===== config.mk =====
export PLATFORM = sky130hd
export DESIGN_NAME = csr_unit_flat
export DESIGN_NICKNAME = d
export VERILOG_FILES = /design/src/rtl/csr_unit_if.sv /design/src/rtl/csr_unit.sv /design/src/flat_wrapper.sv
export SDC_FILE = /design/constraint.sdc
export NUM_CORES = 1
export LEC_CHECK = 0
export ABC_AREA = 0
export BUFFER_PORTS_ARGS = -buffer_cell sky130_fd_sc_hd__buf_2
export CAP_MARGIN = 20
export CORE_ASPECT_RATIO = 1.4
export CORE_MARGIN = 3
export CORE_UTILIZATION = 40
export DETAILED_ROUTE_END_ITERATION = 10
export GPL_TIMING_DRIVEN = 0
export PLACE_DENSITY = 0.67
export SYNTH_ARGS = -nofsm -noshare
export SYNTH_HDL_FRONTEND = slang
export SYNTH_SLANG_ARGS = --single-unit

===== constraint.sdc =====
create_clock -name clk -period 2 [get_ports clk]
set_input_delay 0.2 -clock clk [delete_from_list [all_inputs] [get_ports clk]]
set_output_delay 0.2 -clock clk [all_outputs]
set_load 0.03 [all_outputs]

===== src/rtl/csr_unit_if.sv =====
// CSR unit bus: execute-path read port, writeback commands, interrupt lines and vector outputs.
interface csr_unit_if;
  logic [11:0] read_address;
  logic [31:0] read_data;
  logic        csr_write;
  logic [11:0] csr_address;
  logic [31:0] csr_data;
  logic        traped;
  logic        mret;
  logic        retired;
  logic [31:0] ecp;
  logic [3:0]  ecause;
  logic        interupt;
  logic        external_interrupt;
  logic        timer_interrupt;
  logic        sip;
  logic        tip;
  logic        eip;
  logic [31:0] trap_vector;
  logic [31:0] mret_vector;

  modport master (
    output read_address, csr_write, csr_address, csr_data, traped, mret, retired,
           ecp, ecause, interupt, external_interrupt, timer_interrupt,
    input  read_data, sip, tip, eip, trap_vector, mret_vector
  );

  modport slave (
    input  read_address, csr_write, csr_address, csr_data, traped, mret, retired,
           ecp, ecause, interupt, external_interrupt, timer_interrupt,
    output read_data, sip, tip, eip, trap_vector, mret_vector
  );
endinterface


===== src/rtl/csr_unit.sv =====
// Machine-mode CSR file: zero-latency reads, writes/trap/mret applied on the next edge.
// Define CSR_COUNTERS_EN to add the 64-bit mcycle/minstret counters and their aliases.
module csr_unit (
  input  logic      clk,
  input  logic      reset,
  csr_unit_if.slave bus
);

  logic        mie_q, mie_d;
  logic        mpie_q, mpie_d;
  logic        msie_q, msie_d;
  logic        mtie_q, mtie_d;
  logic        meie_q, meie_d;
  logic        msip_q, msip_d;
  logic        mtip_q, mtip_d;
  logic        meip_q, meip_d;
  logic [29:0] mtvec_q, mtvec_d;
  logic [31:0] mscratch_q, mscratch_d;
  logic [29:0] mepc_q, mepc_d;
  logic        mcause_int_q, mcause_int_d;
  logic [3:0]  mcause_code_q, mcause_code_d;
`ifdef CSR_COUNTERS_EN
  logic [63:0] mcycle_q, mcycle_d;
  logic [63:0] minstret_q, minstret_d;
`endif

  logic unused_bits;
`ifdef CSR_COUNTERS_EN
  assign unused_bits = ^bus.ecp[1:0];
`else
  assign unused_bits = ^{bus.ecp[1:0], bus.retired};
`endif

  always_comb begin
    mie_d         = mie_q;
    mpie_d        = mpie_q;
    msie_d        = msie_q;
    mtie_d        = mtie_q;
    meie_d        = meie_q;
    msip_d        = msip_q;
    mtip_d        = bus.timer_interrupt;
    meip_d        = bus.external_interrupt;
    mtvec_d       = mtvec_q;
    mscratch_d    = mscratch_q;
    mepc_d        = mepc_q;
    mcause_int_d  = mcause_int_q;
    mcause_code_d = mcause_code_q;
`ifdef CSR_COUNTERS_EN
    mcycle_d      = mcycle_q + 64'd1;
    minstret_d    = minstret_q + {63'd0, bus.retired};
`endif
    // Trap beats mret beats a CSR write; a losing write is dropped entirely.
    if (bus.traped) begin
      mepc_d        = bus.ecp[31:2];
      mcause_int_d  = bus.interupt;
      mcause_code_d = bus.ecause;
      mpie_d        = mie_q;
      mie_d         = 1'b0;
    end else if (bus.mret) begin
      mie_d  = mpie_q;
      mpie_d = 1'b1;
    end else if (bus.csr_write) begin
      case (bus.csr_address)
        12'h300: begin
          mie_d  = bus.csr_data[3];
          mpie_d = bus.csr_data[7];
        end
        12'h304: begin
          msie_d = bus.csr_data[3];
          mtie_d = bus.csr_data[7];
          meie_d = bus.csr_data[11];
        end
        12'h305: mtvec_d    = bus.csr_data[31:2];
        12'h340: mscratch_d = bus.csr_data;
        12'h341: mepc_d     = bus.csr_data[31:2];
        12'h342: begin
          mcause_int_d  = bus.csr_data[31];
          mcause_code_d = bus.csr_data[3:0];
        end
        12'h344: msip_d = bus.csr_data[3];
`ifdef CSR_COUNTERS_EN
        12'hB00: mcycle_d   = {mcycle_q[63:32], bus.csr_data};
        12'hB80: mcycle_d   = {bus.csr_data, mcycle_q[31:0]};
        12'hB02: minstret_d = {minstret_q[63:32], bus.csr_data};
        12'hB82: minstret_d = {bus.csr_data, minstret_q[31:0]};
`endif
        default: ;
      endcase
    end
  end

  always_ff @(posedge clk) begin
    if (reset) begin
      mie_q         <= 1'b0;
      mpie_q        <= 1'b0;
      msie_q        <= 1'b0;
      mtie_q        <= 1'b0;
      meie_q        <= 1'b0;
      msip_q        <= 1'b0;
      mtip_q        <= 1'b0;
      meip_q        <= 1'b0;
      mtvec_q       <= 30'd0;
      mscratch_q    <= 32'd0;
      mepc_q        <= 30'd0;
      mcause_int_q  <= 1'b0;
      mcause_code_q <= 4'd0;
`ifdef CSR_COUNTERS_EN
      mcycle_q      <= 64'd0;
      minstret_q    <= 64'd0;
`endif
    end else begin
      mie_q         <= mie_d;
      mpie_q        <= mpie_d;
      msie_q        <= msie_d;
      mtie_q        <= mtie_d;
      meie_q        <= meie_d;
      msip_q        <= msip_d;
      mtip_q        <= mtip_d;
      meip_q        <= meip_d;
      mtvec_q       <= mtvec_d;
      mscratch_q    <= mscratch_d;
      mepc_q        <= mepc_d;
      mcause_int_q  <= mcause_int_d;
      mcause_code_q <= mcause_code_d;
`ifdef CSR_COUNTERS_EN
      mcycle_q      <= mcycle_d;
      minstret_q    <= minstret_d;
`endif
    end
  end

  always_comb begin
    bus.read_data = 32'd0;
    case (bus.read_address)
      12'h300: bus.read_data = {19'd0, 2'b11, 3'd0, mpie_q, 3'd0, mie_q, 3'd0};
      12'h301: bus.read_data = 32'h4000_0100;
      12'h304: bus.read_data = {20'd0, meie_q, 3'd0, mtie_q, 3'd0, msie_q, 3'd0};
      12'h305: bus.read_data = {mtvec_q, 2'b00};
      12'h340: bus.read_data = mscratch_q;
      12'h341: bus.read_data = {mepc_q, 2'b00};
      12'h342: bus.read_data = {mcause_int_q, 27'd0, mcause_code_q};
      12'h344: bus.read_data = {20'd0, meip_q, 3'd0, mtip_q, 3'd0, msip_q, 3'd0};
`ifdef CSR_COUNTERS_EN
      12'hB00, 12'hC00: bus.read_data = mcycle_q[31:0];
      12'hB80, 12'hC80: bus.read_data = mcycle_q[63:32];
      12'hB02, 12'hC02: bus.read_data = minstret_q[31:0];
      12'hB82, 12'hC82: bus.read_data = minstret_q[63:32];
`endif
      default: bus.read_data = 32'd0;
    endcase
  end

  assign bus.sip         = mie_q & msie_q & msip_q;
  assign bus.tip         = mie_q & mtie_q & mtip_q;
  assign bus.eip         = mie_q & meie_q & meip_q;
  assign bus.trap_vector = {mtvec_q, 2'b00};
  assign bus.mret_vector = {mepc_q, 2'b00};

endmodule


===== src/flat_wrapper.sv =====
// flat-port wrapper written by rule: the top's interface ports become plain ports
module csr_unit_flat 
  (clk, reset, bus_read_address, bus_csr_write, bus_csr_address, bus_csr_data, bus_traped, bus_mret, bus_retired, bus_ecp, bus_ecause, bus_interupt, bus_external_interrupt, bus_timer_interrupt, bus_read_data, bus_sip, bus_tip, bus_eip, bus_trap_vector, bus_mret_vector);
  csr_unit_if bus_i ();
  input  logic clk;
  input  logic reset;
  input wire logic [$bits(bus_i.read_address)-1:0] bus_read_address;
  input wire logic [$bits(bus_i.csr_write)-1:0] bus_csr_write;
  input wire logic [$bits(bus_i.csr_address)-1:0] bus_csr_address;
  input wire logic [$bits(bus_i.csr_data)-1:0] bus_csr_data;
  input wire logic [$bits(bus_i.traped)-1:0] bus_traped;
  input wire logic [$bits(bus_i.mret)-1:0] bus_mret;
  input wire logic [$bits(bus_i.retired)-1:0] bus_retired;
  input wire logic [$bits(bus_i.ecp)-1:0] bus_ecp;
  input wire logic [$bits(bus_i.ecause)-1:0] bus_ecause;
  input wire logic [$bits(bus_i.interupt)-1:0] bus_interupt;
  input wire logic [$bits(bus_i.external_interrupt)-1:0] bus_external_interrupt;
  input wire logic [$bits(bus_i.timer_interrupt)-1:0] bus_timer_interrupt;
  output wire logic [$bits(bus_i.read_data)-1:0] bus_read_data;
  output wire logic [$bits(bus_i.sip)-1:0] bus_sip;
  output wire logic [$bits(bus_i.tip)-1:0] bus_tip;
  output wire logic [$bits(bus_i.eip)-1:0] bus_eip;
  output wire logic [$bits(bus_i.trap_vector)-1:0] bus_trap_vector;
  output wire logic [$bits(bus_i.mret_vector)-1:0] bus_mret_vector;
  assign bus_i.read_address = bus_read_address;
  assign bus_i.csr_write = bus_csr_write;
  assign bus_i.csr_address = bus_csr_address;
  assign bus_i.csr_data = bus_csr_data;
  assign bus_i.traped = bus_traped;
  assign bus_i.mret = bus_mret;
  assign bus_i.retired = bus_retired;
  assign bus_i.ecp = bus_ecp;
  assign bus_i.ecause = bus_ecause;
  assign bus_i.interupt = bus_interupt;
  assign bus_i.external_interrupt = bus_external_interrupt;
  assign bus_i.timer_interrupt = bus_timer_interrupt;
  assign bus_read_data = bus_i.read_data;
  assign bus_sip = bus_i.sip;
  assign bus_tip = bus_i.tip;
  assign bus_eip = bus_i.eip;
  assign bus_trap_vector = bus_i.trap_vector;
  assign bus_mret_vector = bus_i.mret_vector;
  csr_unit u_core (.clk(clk), .reset(reset), .bus(bus_i));
endmodule

==> flow_metrics.py, run 1 <==
metrics = {
    "floorplan": {
        "die-height_um": 144,
        "rows": 49,
        "start_util": 0.416,
        "die_x_um": 104,
        "ioPinCount": 200,
        "core_mm2": 0.0131,
        "die-area_mm2": 0.0150,
    },
    "synthesis": {
        "synth.distinct_cells": 49,
        "postSynth.asyncResetShare": 0,
        "syn_area_mm2": 0.00543,
        "ys_warn_count": 0,
        "synth_edf_count": 0,
        "avgSynthCellArea_um2": 8.08,
        "synthesis.instances": 672,
        "ys_ff_latch": 105,
        "yosysSeqAreaShare": 0.387,
        "synth_top_flop_cell": "dfxtp_1",
    },
    "power": {
        "power.density_mw_per_mm2": 634,
        "p_clk_frac": 0.395,
        "power_frac_comb": 0.129,
        "seqPwrFrac": 0.476,
        "p_sw_frac": 0.277,
        "intPower_uw": 3320,
        "vdd_ir_drop_max_mv": 0.351,
        "p_leak_uw": 0.00313,
        "power.switching_uw": 1270,
    },
    "global_route": {
        "grt_use_total": 0.292,
        "grt_max_degree": 18,
        "grt_pass1_vias": 6100,
        "grt_antenna_before_repair": 1,
        "grt_pass1_wl_um": 34500,
        "grt_overflow": 0,
    },
    "sta": {
        "setup_viol": 0,
        "rsz0062_at_grt": "no",
        "slew_headroom": 0.583,
        "layout_worst_path_cycle_share": 0.978,
        "holdWs_ns": 0.0668,
        "finClkSkew_ns": 0.0000741,
        "min_period_ns": 1.96,
        "worst_pin_slew_ns": 0.625,
        "setup_ws_ns": 0.0442,
        "slew_viol_final": 0,
        "max_freq_mhz": 511,
        "hold_viol_final": 0,
    },
    "flow_run": {
        "cap_violations": 0,
    },
    "worst_setup_path": {
        "worstPathArrival_ns": 1.76,
        "cp-end-kind": "output pin",
        "required_ns": 1.80,
        "criticalPathCategory": "in -> out",
        "path_cells": "buf_4 > or3b_4 > buf_4 > nor3b_4 > buf_4 > a32o_1 > buf_2",
        "path_common_cell": "buf_4",
        "slowest_delay_ns": 0.39,
        "crit_path_top_delay_cell": "or3b_4",
        "cp_max_fo": 10,
        "worstRegToRegCells": 2,
        "startpoint_type": "input pin",
    },
    "cts": {
        "htree_levels": 3,
        "cts_made_buffers": 9,
        "worstSkewPairLatency_ns": 0.35,
        "clockBufferDepth": 2,
        "root_buffer": "clkbuf_16",
        "cts_tree": "built",
        "path_clk_slew_ns": 0.07,
        "cts_sinks": 105,
    },
    "placed_design": {
        "gp_congestion": 0.910,
        "dp_slack_ns": -0.635,
        "portBuffers": 188,
        "hpwl_um": 16700,
        "placedInstanceArea_mm2": 0.00662,
    },
    "cells_and_area": {
        "area_delta_synth_final_pct": 33.3,
        "final_core_util": 0.555,
        "nets": 986,
        "design_area_mm2": 0.00724,
        "final_layout_size_suffix_gt1_frac": 0.307,
    },
    "detailed_routing": {
        "wl_um": 22900,
        "viasPerCell": 6.12,
        "drtPass1Iterations": 9,
        "wl_per_cell_um": 21.4,
        "antenna_left": 0,
        "initialDrtViolationCount": 648,
        "vias": 6542,
        "route.detailed.drc": 0,
    },
    "worst_hold_path": {
        "min_path_type": "in -> reg",
        "min_path_cells": 2,
    },
    "run_status": {
        "status": "finished, final reports clean",
    },
}
-- kinds of logic after synthesis --
family                 after synthesis  synth area share
and+or+nand+nor                    125             0.142
muxes                                3           0.00576
buffers and inverters              149             0.115
other                                1          0.000690
AOI/OAI and AO/OA                  289             0.349
DFF                                105             0.387
-- final timing paths --
check | slack (ns) | start | endpoint
setup / recovery | 0.04 | bus_read_address[2] | bus_read_data[0]
hold / removal | 0.07 | bus_external_interrupt | u_core.meip_q
setup reg to reg | 1.14 | u_core.mepc_q[28] | u_core.mepc_q[28]
hold reg to reg | 0.48 | u_core.mscratch_q[1] | u_core.mscratch_q[1]
-- power groups by stage --
stage                     Combinational, uW  Sequential (uW)  Clock [uW]
final                                   593             2180        1810
after global routing                    635             2190        1900
after CTS                               579             2180        1810
after detailed placement                566             2230           0
after global placement                  565             2230           0
after floorplan                         235             2300           0
-- stage by stage --
stage / power, uW / std cells / TNS (ns)
after CTS: 4570 / 1065 / 0
after detailed placement: 2800 / 1041 / -14.47
after floorplan: 2540 / 675 / -0.0124
final: 4590 / 1069 / 0
after global routing: 4720 / 1069 / 0
after global placement: 2800 / 1041 / -14.40
-- worst max-delay path: cells and delay by family --
family / cells / cell delay (ns)
AOI/OAI and AO/OA: 1 / 0.17
buffers and inverters: 4 / 0.68
and+or+nand+nor: 2 / 0.69
-- layout make-up --
type | count | area (um2)
Fill cell | 1293 | 5810
Multi-Input combinational cell | 421 | 2800
Sequential cell | 105 | 2100
Timing Repair Buffer | 200 | 1140
Buffer | 83 | 440
Inverter | 65 | 244
Clock buffer | 9 | 225
Tap cell | 178 | 223
Clock inverter | 7 | 71.3
Antenna cell | 1 | 2.50
-- cell usage after synthesis, types with 2 or more instances --
library cell	count	area share
a21oi_1	67	0.062
a221oi_1	35	0.056
a222oi_1	22	0.041
a22oi_1	7	0.0097
a31oi_1	2	0.0023
a32o_1	2	0.0037
a41oi_1	35	0.056
and2_1	2	0.0023
and3_1	7	0.0081
buf_2	21	0.019
buf_4	11	0.015
clkbuf_1	52	0.036
dfxtp_1	105	0.39
inv_1	65	0.045
mux2i_1	2	0.0037
nand2_1	7	0.0048
nand2b_1	2	0.0023
nand3_1	39	0.036
nand4_1	36	0.041
nor2_1	11	0.0076
nor2b_1	3	0.0035
nor3b_1	3	0.0041
nor4_2	2	0.0046
o21ai_0	103	0.095
o21ai_1	3	0.0028
o31ai_1	2	0.0028
o41ai_1	2	0.0032
or2_2	2	0.0023
or3b_2	2	0.0032
-- placed cells by master (no fill, tap or decap), types with 3 or more instances in the layout --
cell / synthesis / routed
clkbuf_1: 52 / 50
nand2_1: 7 / 7
a221oi_1: 35 / 35
buf_4: 11 / 35
nand4_1: 36 / 36
clkinvlp_4: 0 / 3
nor2b_1: 3 / 3
nor4_4: 1 / 3
clkbuf_16: 0 / 9
nor2_1: 11 / 10
and3_1: 7 / 7
buf_6: 0 / 16
a41oi_1: 35 / 35
a222oi_1: 22 / 22
a22oi_1: 7 / 6
o21ai_2: 0 / 3
buf_2: 21 / 179
nand3_1: 39 / 39
dfxtp_1: 105 / 104
inv_1: 65 / 65
o21ai_0: 103 / 103
a21oi_1: 67 / 67
conb_1: 1 / 4
-- metal layers --
| metal | up-vias | track usage | wire [um] | part of all wire |
|---|---|---|---|---|
| met5 | - | 0 | 0 | 0 |
| met4 | 0 | 0.140 | 952 | 0.042 |
| met3 | 63 | 0.0449 | 1970 | 0.086 |
| met2 | 390 | 0.502 | 11400 | 0.50 |
| met1 | 3086 | 0.358 | 8580 | 0.37 |
| li1 | 3003 | - | - | - |
-- what timing repair did --
item / in CTS / in global routing
resized for setup: 36 / 43
hold buffers: 0 / 0
gates cloned: 0 / 0
pin swaps: 2 / 6
endpoints found under the setup margin: 31 / 28
buffers inserted: 9 / 3
-- state kept, by name, summed over array words and instances, names as in the netlist --
signal,cells
u_core.meie_q,1
u_core.msip_q,1
u_core.msie_q,1
u_core.mcause_int_q,1
u_core.mie_q,1
u_core.mepc_q,30
u_core.mtip_q,1
u_core.meip_q,1
u_core.mpie_q,1
u_core.mtvec_q,30
u_core.mtie_q,1
u_core.mscratch_q,32
u_core.mcause_code_q,4
Power figures use the tool's default switching activity.
==> inputs of run 2 (changes only) <==
--- a/config.mk
+++ b/config.mk
@@ -6,14 +6,14 @@
 export NUM_CORES = 1
 export LEC_CHECK = 0
 export ABC_AREA = 0
-export BUFFER_PORTS_ARGS = -buffer_cell sky130_fd_sc_hd__buf_2
+export BUFFER_PORTS_ARGS = -buffer_cell sky130_fd_sc_hd__buf_4
 export CAP_MARGIN = 20
 export CORE_ASPECT_RATIO = 1.4
-export CORE_MARGIN = 3
 export CORE_UTILIZATION = 40
 export DETAILED_ROUTE_END_ITERATION = 10
 export GPL_TIMING_DRIVEN = 0
 export PLACE_DENSITY = 0.67
+export SETUP_SLACK_MARGIN = 0.1
 export SYNTH_ARGS = -nofsm -noshare
 export SYNTH_HDL_FRONTEND = slang
 export SYNTH_SLANG_ARGS = --single-unit
==> run 2 against run 1 <==
Compared with the run above: maximum frequency increased by 0.92%; sequential cell count unchanged; critical path depth increased by 2; non-clock buffer count increased by 8; largest power group unchanged.
==> flow_metrics.py, run 2 (synthesized netlist as in run 1, its figures left out) <==
metrics = {
    "cells_and_area": {
        "reg_top3": "u_core.mscratch_q (32), u_core.mepc_q (30), u_core.mtvec_q (30)",
        "largest_reg_flops": 32,
        "seq_area_mm2": 0.00210,
        "final_common_cell": "buf_4",
        "design_area_mm2": 0.00797,
        "area_delta_synth_final_pct": 46.8,
        "final_layout_size_suffix_gt1_frac": 0.323,
        "layout_common_cells": "171 x buf_4, 103 x dfxtp_1, 102 x o21ai_0",
        "antennaDiodeCount": 0,
        "nets": 994,
        "fillers": 1212,
        "final_core_util": 0.598,
        "multi_input_area_mm2": 0.00285,
        "top_register": "u_core.mscratch_q",
    },
    "worst_setup_path": {
        "crit_path_top_delay_cell": "or3_4",
        "rrSetupSlack_ns": 1.12,
        "slowest_delay_ns": 0.38,
        "cp-end-kind": "output pin",
        "startpoint_type": "input pin",
        "worstRegToRegCells": 2,
        "required_ns": 1.80,
        "cp_max_fo": 6,
        "worstPathArrival_ns": 1.74,
        "path_cells": "buf_6 > or3_4 > buf_8 > nor4_4 > buf_4 > buf_8 > a22oi_2 > o31ai_2 > buf_4",
        "criticalPathCategory": "in -> out",
    },
    "sta": {
        "rsz0062_at_grt": "yes",
        "slew_headroom": 0.538,
        "slew_viol_final": 0,
        "min_period_ns": 1.94,
        "layout_worst_path_cycle_share": 0.969,
        "finClkSkew_ns": 0.000129,
        "hold_viol_final": 0,
        "setup_viol": 0,
        "worst_pin_slew_ns": 0.692,
        "max_freq_mhz": 516,
    },
    "cts": {
        "htree_levels": 3,
        "cts_tree": "built",
        "path_clk_slew_ns": 0.07,
        "clockBufferDepth": 2,
        "cts_made_buffers": 9,
        "worstSkewPairLatency_ns": 0.35,
        "cts_sinks": 105,
        "root_buffer": "clkbuf_16",
        "holdBufCountCts": 0,
    },
    "global_route": {
        "grt_max_degree": 17,
        "grt_pass1_vias": 6483,
        "grt_overflow": 0,
        "grt_use_total": 0.323,
        "grt_pass1_wl_um": 35100,
        "grt_antenna_before_repair": 0,
    },
    "floorplan": {
        "start_util": 0.408,
        "die-height_um": 140,
        "rows": 50,
        "die-area_mm2": 0.0141,
        "die_x_um": 100,
        "ioPinCount": 200,
        "core_mm2": 0.0133,
    },
    "placed_design": {
        "portBuffers": 188,
        "hpwl_um": 16500,
        "placedInstanceArea_mm2": 0.00709,
        "gp_congestion": 0.949,
    },
    "detailed_routing": {
        "drtPass1Iterations": 8,
        "wl_um": 23300,
        "viasPerCell": 6.32,
        "antenna_left": 0,
        "vias": 6830,
        "initialDrtViolationCount": 792,
        "wl_per_cell_um": 21.6,
        "route.detailed.drc": 0,
    },
    "flow_run": {
        "cap_violations": 0,
    },
    "run_status": {
        "status": "finished, final reports clean",
    },
    "power": {
        "vdd_ir_drop_max_mv": 0.384,
        "p_leak_uw": 0.00333,
        "power.density_mw_per_mm2": 586,
    },
    "worst_hold_path": {
        "min_path_type": "in -> reg",
        "min_path_cells": 2,
    },
}
## run 2: cell types whose count changed in the layout (fill, tap and decap cells not counted), moves of 2 or more
cell	delta
clkinvlp_4	-2
clkbuf_16	+3
buf_6	+26
buf_4	+136
buf_2	-164
a22oi_1	-4
buf_8	+5
clkinv_2	+2
a22oi_2	+4
## run 2: metal layers
layer / global-route usage / up-vias / part of all wire
met2: 0.534 / 494 / 0.49
met5: 0 / - / 0
met1: 0.391 / 3222 / 0.36
met4: 0.195 / 0 / 0.057
met3: 0.0529 / 111 / 0.098
li1: - / 3003 / -
## run 2: final timing paths
path	from	end
worst max-delay path	bus_read_address[7]	bus_read_data[30]
worst min-delay path	bus_timer_interrupt	u_core.mtip_q
worst max register to register	u_core.mie_q	u_core.mpie_q
worst min register to register	u_core.mscratch_q[16]	u_core.mscratch_q[16]
## run 2: worst max-delay path, delay by kind of cell
| kind | cells | cell delay (ns) |
|---|---|---|
| compound gates | 2 | 0.20 |
| buf+inv | 5 | 0.77 |
| simple gates | 2 | 0.57 |
## run 2: per-stage QoR
stage               hold slack [ns]  cells  worst slack, ns  setup TNS [ns]  total power [uW]
finish                       0.0742   1080           0.0621               0              4670
global route                 0.0858   1080          0.00738               0              4790
CTS                          0.0782   1075          -0.0354          -0.134              4630
detailed placement            0.446   1045           -0.488          -12.63              2870
global placement              0.424   1045           -0.500          -11.97              2860
floorplan                     0.328    675         -0.00618         -0.0124              2540
## run 2: where the power goes
part           switching (uW)  leakage (uW)  internal [uW]
Combinational             394       0.00233            286
Sequential               44.4      0.000857           2140
Clock                     807      0.000148            997
Total                    1250       0.00333           3430
## run 2: cell type report
| cell class | count | area share |
|---|---|---|
| clock inverter | 6 | 0.00722 |
| timing repair buffer | 207 | 0.223 |
| sequential | 105 | 0.264 |
| multi-input combinational | 421 | 0.357 |
| tap | 182 | 0.0286 |
| buffer | 84 | 0.0599 |
| inverter | 65 | 0.0306 |
| clock buffer | 10 | 0.0300 |
## run 2: what timing repair did
action | in CTS | in global routing
resized for setup | 67 | 33
buffers inserted | 12 | 2
gates cloned | 2 | 3
pin swaps | 6 | 19
setup endpoints to repair | 31 | 31
==> inputs of run 3 (changes only) <==
==> constraint.sdc (replaced) <==
create_clock -name clk -period 2.4 [get_ports clk]
set_input_delay 0.24 -clock clk [delete_from_list [all_inputs] [get_ports clk]]
set_output_delay 0.24 -clock clk [all_outputs]
set_load 0.03 [all_outputs]
==> run 3 against run 2 <==
Compared with the run above: sequential share of layout area increased by 2.0 points; register-to-register slack improved by 0.40 ns; combinational power decreased by 20%; via count decreased by 2.9%; sequential cell count unchanged; final area decreased by 7.1%; critical path depth decreased by 1; cell count decreased by 1.6%.
==> flow_metrics.py, run 3 (synthesized netlist as in run 1, its figures left out) <==
metrics = {
    "run_status": {
        "status": "finished, final reports clean",
    },
    "power": {
        "finalPower_uw": 3820,
        "p_leak_uw": 0.00312,
        "power.density_mw_per_mm2": 516,
        "vdd_ir_drop_max_mv": 0.342,
    },
    "worst_setup_path": {
        "startpoint_type": "input pin",
        "criticalPathCategory": "in -> out",
        "required_ns": 2.16,
        "worstPathArrival_ns": 2.08,
        "worstRegToRegCells": 2,
        "r2r_end": "u_core.mpie_q",
        "r2r-start": "u_core.mie_q",
        "rrSetupSlack_ns": 1.52,
        "cp_max_fo": 10,
        "cp-end-kind": "output pin",
    },
    "sta": {
        "min_period_ns": 2.32,
        "max_freq_mhz": 431,
        "slew_headroom": 0.546,
        "holdWs_ns": 0.101,
        "finClkSkew_ns": 0.0000572,
        "slew_viol_final": 0,
        "rsz0062_at_grt": "yes",
        "worst_pin_slew_ns": 0.681,
        "layout_worst_path_cycle_share": 0.966,
        "hold_viol_final": 0,
        "setup_viol": 0,
    },
    "worst_hold_path": {
        "min_path_cells": 2,
        "min_to": "u_core.meip_q",
        "min_path_type": "in -> reg",
        "min_from": "bus_external_interrupt",
    },
    "cells_and_area": {
        "nets": 977,
        "fillers": 1281,
        "top_register": "u_core.mscratch_q",
        "area_delta_synth_final_pct": 36.4,
        "final_layout_size_suffix_gt1_frac": 0.289,
        "reg_top3": "u_core.mscratch_q (32), u_core.mepc_q (30), u_core.mtvec_q (30)",
        "final_core_util": 0.556,
        "antennaDiodeCount": 0,
        "final_common_cell": "buf_4",
        "layout_common_cells": "201 x buf_4, 105 x dfxtp_1, 103 x o21ai_0",
        "largest_reg_flops": 32,
    },
    "cts": {
        "cts_sinks": 105,
        "htree_levels": 3,
        "root_buffer": "clkbuf_16",
        "clockBufferDepth": 2,
        "cts_tree": "built",
        "holdBufCountCts": 0,
        "worstSkewPairLatency_ns": 0.35,
        "path_clk_slew_ns": 0.08,
        "cts_made_buffers": 9,
    },
    "floorplan": {
        "die-height_um": 140,
        "start_util": 0.408,
        "core_mm2": 0.0133,
        "die_x_um": 100,
        "ioPinCount": 200,
        "die-area_mm2": 0.0141,
        "rows": 50,
    },
    "placed_design": {
        "portBuffers": 188,
        "gp_congestion": 0.943,
        "hpwl_um": 16900,
    },
    "detailed_routing": {
        "antenna_left": 0,
        "drtPass1Iterations": 8,
        "vias": 6633,
        "wl_um": 22800,
        "wl_per_cell_um": 21.5,
        "initialDrtViolationCount": 784,
        "route.detailed.drc": 0,
        "viasPerCell": 6.24,
    },
    "global_route": {
        "grt_antenna_before_repair": 0,
        "grt_pass1_wl_um": 34100,
        "grt_use_total": 0.316,
        "grt_max_degree": 20,
        "grt_overflow": 0,
        "grt_pass1_vias": 6145,
    },
    "flow_run": {
        "cap_violations": 0,
    },
}
[run 3: cell count changes in the layout (fill, tap and decap cells not counted), moves of 4 or more]
cell | before | now
buf_6 | 42 | 1
buf_8 | 7 | 0
clkinv_2 | 4 | 0
buf_4 | 171 | 201
buf_2 | 15 | 20
a22oi_1 | 2 | 7
a22oi_2 | 5 | 0
[run 3: power breakdown]
group | total (uW) | internal [uW] | switching, uW
Clock | 1450 | 727 | 728
Combinational | 547 | 225 | 322
Sequential | 1820 | 1790 | 37.5
Total | 3820 | 2740 | 1090
[run 3: area by class of cell]
type	count	area [um2]	area share
Clock inverter	7	62.6	0.00844
Inverter	65	244	0.0329
Buffer	84	392	0.0529
Timing Repair Buffer	190	1430	0.193
Tap cell	182	228	0.0307
Multi-Input combinational cell	421	2730	0.368
Clock buffer	9	225	0.0304
Sequential cell	105	2100	0.284
[run 3: critical path: stages]
cell and delay, ns:
buf_4 0.10, or3_1 0.35, clkbuf_2 0.19, nor4_4 0.45, buf_2 0.37, a222oi_1 0.14, inv_1 0.08, buf_4 0.15
[run 3: worst max-delay path by stage]
stage,startpoint,endpoint
global route,bus_read_address[5],bus_read_data[26]
floorplan,bus_read_address[5],bus_read_data[30]
global placement,bus_read_address[5],bus_read_data[30]
finish,bus_read_address[5],bus_read_data[24]
detailed placement,bus_read_address[5],bus_read_data[30]
CTS,bus_read_address[5],bus_read_data[30]
[run 3: per-layer routing]
metal | global-route usage | vias to the layer above | wire length [um] | share of wire
li1 | - | 2976 | - | -
met1 | 0.392 | 3181 | 8550 | 0.37
met2 | 0.536 | 428 | 11500 | 0.50
met3 | 0.0364 | 48 | 1910 | 0.084
met4 | 0.160 | 0 | 864 | 0.038
met5 | 0 | - | 0 | 0
[run 3: stage by stage]
step,TNS [ns],worst slack (ns),instances,cell area (um2)
2_1_floorplan,0,0.314,675,5440
3_3_place_gp,-1.83,-0.259,1045,7080
3_5_place_dp,-1.78,-0.232,1045,7080
4_1_cts,0,0.0533,1063,7400
5_1_grt,0,0.0524,1063,7410
6_report,0,0.0813,1063,7410
[run 3: repair_timing]
item / in CTS / in global routing
setup endpoints to repair: 30 / 26
setup buffers: 2 / 0
pin swaps: 1 / 0
gates resized for setup: 3 / 5
